<file path="src/rtl/register_fifo.sv">
// Button-driven FIFO: debounced-edge push/pop keys feed a small register file.
// Head entry, occupancy and flags come from registered state only.

module register_fifo_key (
  input  logic clk,
  input  logic rst,
  input  logic key,
  output logic pulse
);
  // [0],[1] form the synchroniser; [2] holds the previous synchronised level.
  logic [2:0] sync_pipe;

  always_ff @(posedge clk or posedge rst) begin
    if (rst) sync_pipe <= '0;
    else     sync_pipe <= {sync_pipe[1:0], key};
  end

  assign pulse = sync_pipe[1] & ~sync_pipe[2];
endmodule

module register_fifo #(
  parameter int WIDTH = 10,
  parameter int DEPTH = 4
) (
  input  logic                       clk_i,
  input  logic                       rst_i,
  input  logic                       key0_i,
  input  logic                       key1_i,
  input  logic [WIDTH-1:0]           sw_i,
  output logic [WIDTH-1:0]           register_o,
  output logic [$clog2(DEPTH+1)-1:0] count_o,
  output logic                       empty_o,
  output logic                       full_o,
  output logic                       ovf_o,
  output logic                       udf_o
);
  localparam int AW = $clog2(DEPTH);
  localparam int CW = $clog2(DEPTH+1);
  localparam logic [CW-1:0] FULL_CNT = CW'(DEPTH);

  logic [1:0] keys, pulses;
  logic       push, pop, do_push, do_pop;

  logic [WIDTH-1:0] mem [DEPTH];
  logic [AW-1:0]    wr_ptr, rd_ptr;
  logic [CW-1:0]    count_q;
  logic             ovf_q, udf_q;

  assign keys = {key1_i, key0_i};

  for (genvar i = 0; i < 2; i++) begin : g_key
    register_fifo_key u_key (
      .clk   (clk_i),
      .rst   (rst_i),
      .key   (keys[i]),
      .pulse (pulses[i])
    );
  end

  assign push = pulses[0];
  assign pop  = pulses[1];

  assign empty_o = (count_q == '0);
  assign full_o  = (count_q == FULL_CNT);

  // A pop frees the slot for a same-cycle push, so push-while-full only
  // drops when no pop accompanies it; an empty FIFO cannot service a pop.
  assign do_push = push & (~full_o | pop);
  assign do_pop  = pop & ~empty_o;

  // Storage needs no reset: it is masked from the output while empty.
  always_ff @(posedge clk_i) begin
    if (do_push) mem[wr_ptr] <= sw_i;
  end

  always_ff @(posedge clk_i or posedge rst_i) begin
    if (rst_i) begin
      wr_ptr  <= '0;
      rd_ptr  <= '0;
      count_q <= '0;
      ovf_q   <= 1'b0;
      udf_q   <= 1'b0;
    end else begin
      if (do_push) wr_ptr <= wr_ptr + 1'b1;
      if (do_pop)  rd_ptr <= rd_ptr + 1'b1;
      count_q <= count_q + CW'(do_push) - CW'(do_pop);
      if (push & ~pop & full_o)  ovf_q <= 1'b1;
      if (pop & ~push & empty_o) udf_q <= 1'b1;
    end
  end

  assign register_o = empty_o ? '0 : mem[rd_ptr];
  assign count_o    = count_q;
  assign ovf_o      = ovf_q;
  assign udf_o      = udf_q;
endmodule

</file>
<file path="config.mk">
export PLATFORM = sky130hd
export DESIGN_NAME = register_fifo
export DESIGN_NICKNAME = d
export VERILOG_FILES = /design/src/rtl/register_fifo.sv
export SDC_FILE = /design/constraint.sdc
export NUM_CORES = 1
export LEC_CHECK = 0
export CAP_MARGIN = 10
export CORE_MARGIN = 2
export CORE_UTILIZATION = 30
export DETAILED_ROUTE_END_ITERATION = 10
export SYNTH_ARGS = -nofsm -noshare
export SYNTH_HDL_FRONTEND = slang
export SYNTH_HIERARCHICAL = 1
export SYNTH_SLANG_ARGS = --single-unit
</file>
<file path="constraint.sdc">
create_clock -name clk_i -period 2.65 [get_ports clk_i]
set_input_delay 0.265 -clock clk_i [delete_from_list [all_inputs] [get_ports clk_i]]
set_output_delay 0.265 -clock clk_i [all_outputs]
set_load 0.01 [all_outputs]
</file>
==> impl_metrics.yaml <==
clock_tree:
  post_cts.repair.setup_buffers: 0
  clock_tree.htree_level_count: 2
  clk_pin_slew_worst_paths_ns: 0.10
  clock_sink_count: 55
  ctsResizeCount: 0
  clockRootBuffer: "sky130_fd_sc_hd__clkbuf_8"
  cts_buffer_depth: 2
  cts_made_buffers: 5
  cts.hold.buffers_added: 0
  cts_tree: "built"
  clock_latency_ns: 0.32
logic_synthesis:
  yosysWarningCount: 6
  post_synth_instance_area_um2: 2200
  part_of_the_yosys_area_used_for_sequential_elements_pct: 71.8
  synth_cells: 117
  synth.distinct_cells: 21
  synth.avg_cell_area_um2: 18.8
  yosys_register_bits: 55
  ys_top_cells_by_area: "sky130_fd_sc_hd__edfxtp_1, sky130_fd_sc_hd__dfrtp_1, sky130_fd_sc_hd__mux4_2, sky130_fd_sc_hd__ha_1, sky130_fd_sc_hd__nor2b_1"
  synthDominantCellAreaShare_pct: 54.7
  syn-num-nets: 138
  post-synth-top-area-cell: "sky130_fd_sc_hd__edfxtp_1"
power:
  static-leakage-power_nw: 0.993
  irDropWorstVdd_mv: 0.295
  power_density_nw_per_um2: 982
floorplanning:
  floorplan.core_area_um2: 7180
  die-width_um: 89.6
  i_o_pin_count: 31
  initial_core_utilization_pct: 30.6
  die_y_um: 89.6
  floorplan.rows: 31
  fp.dieArea_um2: 8020
place:
  hpwlAfterDp_um: 2530
  io_buffers: 30
  finalWeightedCongestion: 0.741
  dp_worst_setup_slack_ns: 0.362
worst_setup_path:
  worst-path-max-fanout: 10
  timing.critical_path.arrival_ns: 2.14
  regToRegSetupSlack_ns: 0.35
  setup.worst_path.start_class: "register"
  cp.required_ns: 2.38
  critical_path_class: "register to output pin"
  endpoint_kind: "output pin"
global_routing:
  overflow: 0
  global_route_wire_length_before_repair_um: 5660
  antenna_found_initial: 0
  largest_net_degree_at_the_start_of_global_routing: 21
  gr-usage-all-layers_pct: 9.74
  first_global_vias: 1177
final_layout:
  layout.cells.most_common: "sky130_fd_sc_hd__edfxtp_1"
  drive_above_1_share_pct: 19.5
  layout.nets: 174
  area_growth_syn_to_layout_pct: 24.0
  final_cell_mix: "sky130_fd_sc_hd__edfxtp_1, sky130_fd_sc_hd__clkdlybuf4s50_1, sky130_fd_sc_hd__dfrtp_1"
  final.fill_count: 667
  diodes: 0
sta:
  post-route-period-util_pct: 90.8
  worst_clk_skew_ns: 0.0161
  rsz0062_at_grt: "false"
  final.setup.worst_slack_ns: 0.244
  total_negative_setup_slacks_ns: 0
  worstMarginPinSlew_ns: 0.539
  timing.final.setup_violations: 0
  max_freq_mhz: 416
  final_period_minus_worst_setup_slack_ns: 2.41
  worst_slew_margin_rel_pct: 64.1
  number_of_endpoints_with_negative_hold_slack_in_the_final_report: 0
  timing.final.max_slew_violations: 0
drt:
  antenna_left: 0
  remaining_drc_errors: 0
  num_vias: 1088
  postRouteWirelength_um: 3640
  avgRoutedWirePerCell_um: 14.4
  via_density: 4.30
  detailedRoute.firstIterationViolations: 37
  detailedRoute.firstPassIterationCount: 4
hold_path:
  min-delay-path-class: "input port to asynchronous set/reset pin"
outcome:
  outcome: "finished clean"
flow_run:
  maxCapViolCount: 0
## synth_stat cells
| cell type | n |
|---|---|
| sky130_fd_sc_hd__buf_4 | 1 |
| sky130_fd_sc_hd__nor2_1 | 1 |
| sky130_fd_sc_hd__ha_1 | 6 |
| sky130_fd_sc_hd__mux2_4 | 1 |
| sky130_fd_sc_hd__inv_1 | 12 |
| sky130_fd_sc_hd__xor2_1 | 2 |
| sky130_fd_sc_hd__fa_1 | 1 |
| sky130_fd_sc_hd__or3b_1 | 1 |
| sky130_fd_sc_hd__a31o_2 | 1 |
| sky130_fd_sc_hd__nor2b_4 | 2 |
| sky130_fd_sc_hd__dfrtp_1 | 15 |
| sky130_fd_sc_hd__nor3_1 | 1 |
| sky130_fd_sc_hd__and2_2 | 4 |
| sky130_fd_sc_hd__buf_2 | 2 |
| sky130_fd_sc_hd__nand2_1 | 1 |
| sky130_fd_sc_hd__nor2b_1 | 11 |
| sky130_fd_sc_hd__mux4_2 | 10 |
| sky130_fd_sc_hd__xnor2_1 | 3 |
| sky130_fd_sc_hd__o31ai_1 | 1 |
| sky130_fd_sc_hd__o21a_4 | 1 |
| sky130_fd_sc_hd__edfxtp_1 | 40 |
## critical path, cell delays in order (launching register included)
cell and delay, ns:
sky130_fd_sc_hd__dfrtp_1 0.41, sky130_fd_sc_hd__buf_4 0.26, sky130_fd_sc_hd__mux4_2 0.53, sky130_fd_sc_hd__nor2b_1 0.15, sky130_fd_sc_hd__clkdlybuf4s50_1 0.47
## flip-flops by register name (all words and copies together), names as in the netlist
signal                 count
count_o                    3
g_key.u_key/sync_pipe      6
mem                       40
ovf_o                      1
rd_ptr                     2
udf_o                      1
wr_ptr                     2
## path summary, 6_finish.rpt
kind | from | end | depth (start not counted)
setup / recovery | rd_ptr[0]$_DFFE_PP0P_ | register_o[0] | 4
hold / removal | rst_i | g_key[0].u_key/sync_pipe[2]$_DFF_PP0_ | 2
setup reg to reg | count_o[1]$_DFF_PP0_ | count_o[2]$_DFF_PP0_ | 9
hold reg to reg | g_key[1].u_key/sync_pipe[0]$_DFF_PP0_ | g_key[1].u_key/sync_pipe[1]$_DFF_PP0_ | 0
max in group asynchronous | rst_i | wr_ptr[1]$_DFFE_PP0P_ | 2
min in group clk_i | g_key[1].u_key/sync_pipe[0]$_DFF_PP0_ | g_key[1].u_key/sync_pipe[1]$_DFF_PP0_ | 0
## area by class of cell
class,instances,area [µm²],area share [%]
Clock buffer,5,68.8,2.53
Multi-Input combinational cell,47,563,20.7
Inverter,12,45.0,1.65
Clock inverter,3,31.3,1.15
Sequential cell,55,1580,57.9
Tap cell,99,124,4.55
Timing Repair Buffer,32,315,11.6
## logic make-up after synthesis
family	synth area share (%)
and+or+nand+nor	6.72
buffers and inverters	2.85
DFF	71.8
xor gates and xnor gates	1.99
muxes	10.9
AOI/OAI and AO/OA	1.42
adders and majority gates	4.33
## through the flow
| stage | util [%] | instances | instance area, µm² | total power (W) | hold slack [ns] |
|---|---|---|---|---|---|
| 6_report | 38.0 | 253 | 2720 | 0.00267 | 0.161 |
| 5_1_grt | 38.0 | 253 | 2720 | 0.00285 | 0.189 |
| 4_1_cts | 38.0 | 253 | 2720 | 0.00272 | 0.158 |
| 3_5_place_dp | 36.6 | 245 | 2620 | 0.00223 | 0.342 |
| 3_3_place_gp | 36.6 | 245 | 2620 | 0.00219 | 0.339 |
| 2_1_floorplan | - | 117 | 2200 | 0.00175 | 0.0186 |
## where the power goes
| group | internal (W) | total (W) | switching (W) |
|---|---|---|---|
| clock | 0.000201 | 0.000491 | 0.000290 |
| combinational | 0.000592 | 0.000998 | 0.000405 |
| sequential | 0.00107 | 0.00119 | 0.000116 |
## routing by layer
metal / GRT usage (%) / vias to the layer above / routed length, µm
met5: 0 / - / 0
met4: 2.85 / 0 / 26
met3: 3.29 / 5 / 203
met2: 16.8 / 29 / 1900
met1: 11.5 / 564 / 1510
li1: - / 490 / -
No activity file was read; power rests on OpenSTA's default activity.
